File: src/rtl/ifetch_unit.sv
// Instruction fetch front end: issues word reads from a redirectable PC,
// buffers {pc, instr} pairs in an in-order queue and presents the head to decode.
module ifetch_unit #(
  parameter logic [31:0] RESET_PC = 32'h0000_0000,
  parameter int          DEPTH    = 2
) (
  input  logic        clk,
  input  logic        rst_n,
  input  logic        redirect,
  input  logic [31:0] redirect_pc,
  output logic        mem_req_valid,
  output logic [31:0] mem_req_addr,
  input  logic        mem_req_ready,
  input  logic        mem_rsp_valid,
  input  logic [31:0] mem_rsp_data,
  output logic        instr_valid,
  output logic [31:0] instr,
  output logic [31:0] instr_pc,
  input  logic        instr_ready
);

  // Handshakes: a transfer happens on any rising edge where valid and ready
  // are both high; valid never depends combinationally on ready.
  localparam int PW = $clog2(DEPTH);
  localparam int CW = PW + 1;

  typedef enum logic [1:0] {S_REQ, S_WAIT, S_DROP} state_e;

  state_e          state_q, state_d;
  logic [31:0]     fetch_pc_q, fetch_pc_d;
  logic [31:0]     req_pc_q, req_pc_d;
  logic [PW-1:0]   wr_ptr_q, wr_ptr_d;
  logic [PW-1:0]   rd_ptr_q, rd_ptr_d;
  logic [CW-1:0]   count_q, count_d;
  logic            req_valid_q, req_valid_d;
  logic [31:0]     pc_mem    [DEPTH];
  logic [31:0]     instr_mem [DEPTH];

  logic req_hs;
  logic push;
  logic pop;
  logic busy_next;
  logic unused_pc_lsbs;

  assign unused_pc_lsbs = ^redirect_pc[1:0];

  always_comb begin
    req_hs      = req_valid_q && mem_req_ready;
    push        = (state_q == S_WAIT) && mem_rsp_valid && !redirect;
    pop         = (count_q != '0) && instr_ready && !redirect;
    busy_next   = ((state_q != S_REQ) && !mem_rsp_valid) || req_hs;
    state_d     = state_q;
    fetch_pc_d  = fetch_pc_q;
    req_pc_d    = req_pc_q;
    wr_ptr_d    = wr_ptr_q;
    rd_ptr_d    = rd_ptr_q;
    count_d     = count_q;
    case (state_q)
      S_REQ: begin
        if (req_hs) begin
          state_d    = S_WAIT;
          req_pc_d   = fetch_pc_q;
          fetch_pc_d = fetch_pc_q + 32'd4;
        end
      end
      S_WAIT:  if (mem_rsp_valid) state_d = S_REQ;
      S_DROP:  if (mem_rsp_valid) state_d = S_REQ;
      default: state_d = S_REQ;
    endcase
    if (push) wr_ptr_d = wr_ptr_q + PW'(1);
    if (pop)  rd_ptr_d = rd_ptr_q + PW'(1);
    count_d = count_q + CW'(push) - CW'(pop);
    // A redirect flushes everything; an in-flight read must still be drained.
    if (redirect) begin
      fetch_pc_d = {redirect_pc[31:2], 2'b00};
      wr_ptr_d   = '0;
      rd_ptr_d   = '0;
      count_d    = '0;
      state_d    = busy_next ? S_DROP : S_REQ;
    end
    req_valid_d = (state_d == S_REQ) && (count_d < CW'(DEPTH));
  end

  always_ff @(posedge clk or negedge rst_n) begin
    if (!rst_n) begin
      state_q     <= S_REQ;
      fetch_pc_q  <= RESET_PC;
      req_pc_q    <= RESET_PC;
      wr_ptr_q    <= '0;
      rd_ptr_q    <= '0;
      count_q     <= '0;
      req_valid_q <= 1'b0;
    end else begin
      state_q     <= state_d;
      fetch_pc_q  <= fetch_pc_d;
      req_pc_q    <= req_pc_d;
      wr_ptr_q    <= wr_ptr_d;
      rd_ptr_q    <= rd_ptr_d;
      count_q     <= count_d;
      req_valid_q <= req_valid_d;
    end
  end

  // Queue storage needs no reset: entries are only visible while counted.
  always_ff @(posedge clk) begin
    if (push) begin
      pc_mem[wr_ptr_q]    <= req_pc_q;
      instr_mem[wr_ptr_q] <= mem_rsp_data;
    end
  end

  assign mem_req_valid = req_valid_q;
  assign mem_req_addr  = fetch_pc_q;
  assign instr_valid   = (count_q != '0);
  assign instr         = instr_valid ? instr_mem[rd_ptr_q] : 32'h0;
  assign instr_pc      = instr_valid ? pc_mem[rd_ptr_q] : 32'h0;

endmodule

File: config.mk
export PLATFORM = sky130hd
export DESIGN_NAME = ifetch_unit
export DESIGN_NICKNAME = d
export VERILOG_FILES = /design/src/rtl/ifetch_unit.sv
export SDC_FILE = /design/constraint.sdc
export NUM_CORES = 1
export LEC_CHECK = 0
export CAP_MARGIN = 10
export CORE_MARGIN = 10
export CORE_UTILIZATION = 30
export DETAILED_ROUTE_END_ITERATION = 12
export DONT_BUFFER_PORTS = 1
export SYNTH_ARGS = -nofsm -noshare
export SYNTH_HDL_FRONTEND = slang
export SYNTH_SLANG_ARGS = --single-unit
File: constraint.sdc
create_clock -name clk -period 3.7 [get_ports clk]
set_input_delay 0.555 -clock clk [delete_from_list [all_inputs] [get_ports clk]]
set_output_delay 0.555 -clock clk [all_outputs]
set_load 0.03 [all_outputs]
# After elaboration in Yosys (flattened, before gate mapping)
# Memory sizes are Yosys's and may differ from the RTL's.
# Cells that the tools add are included.
[classes]
n_reduce_logical = 21
bitwise_logic = 0
n_mul = 0
n_mux = 17
n_lt_le_gt_ge = 1
n_div = 0
n_eq_ne = 2
shifts = 0
n_addsub = 5
[ops]
columns = ["cell", "count"]
rows = [
  ["$mux 32", 5],
  ["$add 32x3->32 const B", 1],
  ["$reduce_bool 2->1", 6],
  ["$mux 2", 5],
  ["$logic_and 1x1->1", 7],
  ["$mux 1", 6],
  ["$logic_not 2->1", 2],
  ["$pmux 2 s2", 1],
  ["$reduce_and 2->1", 2],
  ["$add 1x1->1 const B", 2],
  ["$add 2x1->2", 1],
  ["$eq 2x1->1 const B", 1],
  ["$eq 2x2->1 const B", 1],
  ["$logic_not 1->1", 2],
  ["$lt 2x2->1 const B", 1],
  ["$reduce_or 2->1", 1],
  ["$sub 2x1->2", 1],
  ["$logic_or 1x1->1", 1],
]
[totals]
word_cells = 55
latchBits = 0
ff_bits = 71
romBits = 0
memories = 2
ram_bits = 128
[mem_list]
columns = ["memory", "depth", "word_bits", "read_ports", "rd_ports_with_merged_regs", "wr", "line", "text"]
rows = [
  ["instr_mem", 2, 32, 1, 0, 1, "37", "logic [31:0] instr_mem [DEPTH];"],
  ["pc_mem", 2, 32, 1, 0, 1, "36", "logic [31:0] pc_mem [DEPTH];"],
]

# Logic depth before layout (Yosys ltp)
[depth]
ltp_word = 8
depth_mapped = 11

# Worst setup path after synthesis
# OpenSTA, ideal clock, no wires.
[synth_timing]
path_kind = "in2reg"
start = "input port redirect"
end = "memory instr_mem[0][0] (enable)"
t_arrival_ps = 3383
slack_ps = -165
n_path_buf = 0
cell_stages = 3
path_cell_list = "clkinv_1 -> nand3_1 -> nor2_1"
[synth_via]
elab_chain_cells = 4
[synth_rtl]
columns = ["element", "line", "text"]
rows = [
  ["from (decl)", "9", "input logic redirect,"],
  ["$logic_not 1->1", "49", "push = (state_q == S_WAIT) && mem_rsp_valid && !redirect;"],
  ["$logic_and 1x1->1", "49", ""],
  ["$mux 1", "106", "if (push) begin"],
  ["$mux 1 (implied by the code)", "108", "instr_mem[wr_ptr_q] <= mem_rsp_data;"],
  ["to (decl)", "37", ""],
]
# No other way between the ends.

# Worst setup path in the final report
[layout_timing]
start = "register rd_ptr_q"
end = "output port instr_pc[19]"
[layout_via]
elab_chain_cells = 2
[layout_rtl]
columns = ["element", "line", "text"]
rows = [
  ["from (decl)", "33", "logic [PW-1:0] rd_ptr_q, rd_ptr_d;"],
  ["from (signal assigned)", "98", "rd_ptr_q <= rd_ptr_d;"],
  ["$mem_v2 2x32", "n/a", ""],
  ["$mux 32", "116", "assign instr_pc = instr_valid ? pc_mem[rd_ptr_q] : 32'h0;"],
  ["to (decl)", "18", "output logic [31:0] instr_pc,"],
]
# No other way between the ends.

==> run metrics <==
Max-slew headroom=0.4481; TritonCTS clock tree=done; core area=about 26,000 um^2; Final Setup Violations=0; Final ANT Viol Nets=0; die area=between 30,000 and 40,000 um^2; Max Slew Vio Count=0; CTS root buffer=clkbuf_16; Mapped Area=approximately 7900 um^2; DR iter-0 viols=around 320; Die H=roughly 180 um; site row count=59; grt ovf=0; final clock skew=about 0.012 ns; RSZ-0062 raised after global routing=no; Max VDD drop=approximately 280 uV; Least-Margin Pin Slew=0.8248 ns; CP arrival=around 2.3 ns; GRT Util Overall=0.1154; maximum number of pins on one net before global-route repair=between 60 and 70; Pleak=around 3.0 nW; Synth top area share=0.4695; DR vias=4,560; die span in x=182.6 um; PwrDens=~630 nW/um^2; initial antenna violation count=0; vias in the first global route=4,490; clk_lat worst skew=around 0.43 ns; diode count=0; CTS max path bufs=2; GP Congestion=just over 0.7; library cells used by synthesis=39; Clk pin slew, worst setup/hold paths=roughly 0.070 ns; P&R area growth vs syn=13.01%; DRC=0; layout cells sized above 1=0.1323; CTS buffer count=17; drt via density=between 4 and 5; f_max=between 300 and 400 MHz; WL per Instance=around 21 um; IO Port Bufs=0; IO Pins=168; endpoints failing hold=0; Critical Path RT=3.14 ns; period utilization=0.7623; status=finished, final reports clean; warnings from Yosys=0; register area=roughly 5400 um^2; Post-Layout Cell Count=932; First-pass DRT Iterations=4; largest area contributor in the netlist=edfxtp_1; leading post-synthesis cells by cell area=edfxtp_1 47%, dfrtp_1 21%, mux2i_1 8.0%; Placed Instances=roughly 900; synthesized flop and latch total=roughly 190; Layout Nets=between 600 and 700; area occupied by multi-input gates=about 2400 um^2; starting density of the core=0.3044; Worst setup SP type=flip-flop; HP Class=in -> reg; global-route wire length before repair=just under 30,000 um; Fin Setup TNS=0 ns; final wirelength=a little under 20,000 um; Post-Synthesis Cells=approximately 580; Avg Cell Area, Syn=around 14 um^2; post-CTS sizing=0; post-route minimum period=between 2 and 3 ns; Post-DP HPWL=13,500 um; CP Max Fanout=38; Crit. End Element=output pin; clock net sink count=~190; post-synthesis sequential area ratio=0.6809; H-tree Lvls=4; Fill cells=~2,600; max-cap violation count=0; post-CTS setup buffers=0; WS Path Type=reg -> out
cell usage in the layout (no fill, tap or decap), drive strengths merged, types with 10 or more instances in the layout:
master and instances:
nand2 34, buf 10, mux2i 63, a31oi 13
xnor2 10, edfxtp 124, or4 17, clkbuf 18
dfrtp 67, mux2 27, nor2 87, nand3 16
inv 19, o21ai 22, nand4 11
worst max-delay path: stages, from the launching register on:
cell	delay (ns)
dfrtp_4	0.77
buf_12	0.35
mux2i_1	0.12
nor2_1	0.58
timing repair:
| action | in CTS | in global routing |
|---|---|---|
| hold buffers | 2 | 0 |
| endpoints found under the setup margin | 0 | 0 |
| endpoints found under the hold margin | 67 | 0 |
synth_stat cells:
cell type / number
a21boi_0: 1
and3_1: 1
or2_2: 1
xor2_1: 5
buf_4: 4
inv_1: 10
clkbuf_2: 1
o31ai_1: 7
a32oi_1: 1
clkbuf_1: 19
buf_1: 5
o211ai_1: 3
edfxtp_1: 124
or3_2: 2
conb_1: 1
buf_2: 2
nor2b_1: 2
nand4_1: 9
nand3_1: 15
nand2_1: 34
a21oi_1: 1
dfrtp_1: 67
mux2_2: 27
nor4_1: 4
o21ai_0: 22
xnor2_1: 10
nand3_2: 1
o311ai_0: 2
clkinv_1: 1
nand4_2: 2
nor3_1: 3
ha_1: 7
nor2_1: 87
or3_1: 7
a31oi_1: 13
mux2i_1: 63
buf_6: 1
or4_1: 17
o221ai_1: 1
worst paths after layout:
path                                   from  slack [ns]  cells after the start               end
worst max-delay path               rd_ptr_q        0.88                      3      instr_pc[19]
worst min-delay path               redirect        0.20                      1          rd_ptr_q
worst max register to register   state_q[1]        0.93                      7  mem_req_addr[29]
worst min register to register  req_pc_q[8]        0.46                      0      pc_mem[1][8]
max in group asynchronous             rst_n        2.72                      2          rd_ptr_q
min in group asynchronous             rst_n        0.64                      2      req_pc_q[27]
state kept, by name, indices dropped and copies added (netlist names):
signal and cells:
instr_mem 64, pc_mem 60, mem_req_addr 30, req_pc_q 30
count_q 2, state_q 2, mem_req_valid 1, rd_ptr_q 1
wr_ptr_q 1
cell type report:
cell class	count	area share
multi-input combinational	352	0.2658
clock buffer	18	0.04788
tap	335	0.04676
inverter	11	0.004606
sequential	191	0.6029
clock inverter	14	0.01898
timing repair buffer	11	0.01312
report_power, final:
| part | total [mW] | leakage (nW) | switching, mW | internal, mW |
|---|---|---|---|---|
| Combinational | 0.811 | 0.813 | 0.493 | 0.318 |
| Sequential | 2.95 | 1.91 | 0.325 | 2.63 |
| Clock | 1.87 | 0.294 | 0.843 | 1.03 |
| Total | 5.63 | 3.02 | 1.66 | 3.97 |
stage by stage:
stage	power [mW]	worst slack (ns)	cell area, um^2	hold slack (ns)	util
floorplan	3.575	-0.1651	7943	0.2594	-
global route	5.912	0.7293	8964	0.1773	0.3440
CTS	5.721	0.8140	8964	0.1721	0.3440
global placement	3.784	1.041	8327	0.2623	0.3195
finish	5.634	0.8796	8964	0.2025	0.3440
detailed placement	3.813	0.9670	8327	0.2624	0.3195
kinds of logic (layout without fill, tap and decap cells):
family                   count (synthesis)  count (layout)  synth area share
flip-flops                             191             191            0.6809
buffers and inverters                   43              54           0.02366
other                                    1               4         0.0004728
XOR/XNOR                                15              15           0.01656
multiplexers                            90              90            0.1178
AND/OR/NAND/NOR                        185             185            0.1100
adder cells (fa/ha/maj)                  7               7           0.01104
AO/OA/AOI/OAI                           51              51           0.03960
routing by layer:
layer | vias up | global-route usage | part of all wire
met2 | 137 | 0.1760 | 0.47
met5 | - | 0 | 0
met4 | 0 | 0.04165 | 0.015
li1 | 2136 | - | -
met3 | 16 | 0.04946 | 0.095
met1 | 2271 | 0.1426 | 0.42
Note: power is estimated with default switching activity, not from simulation.
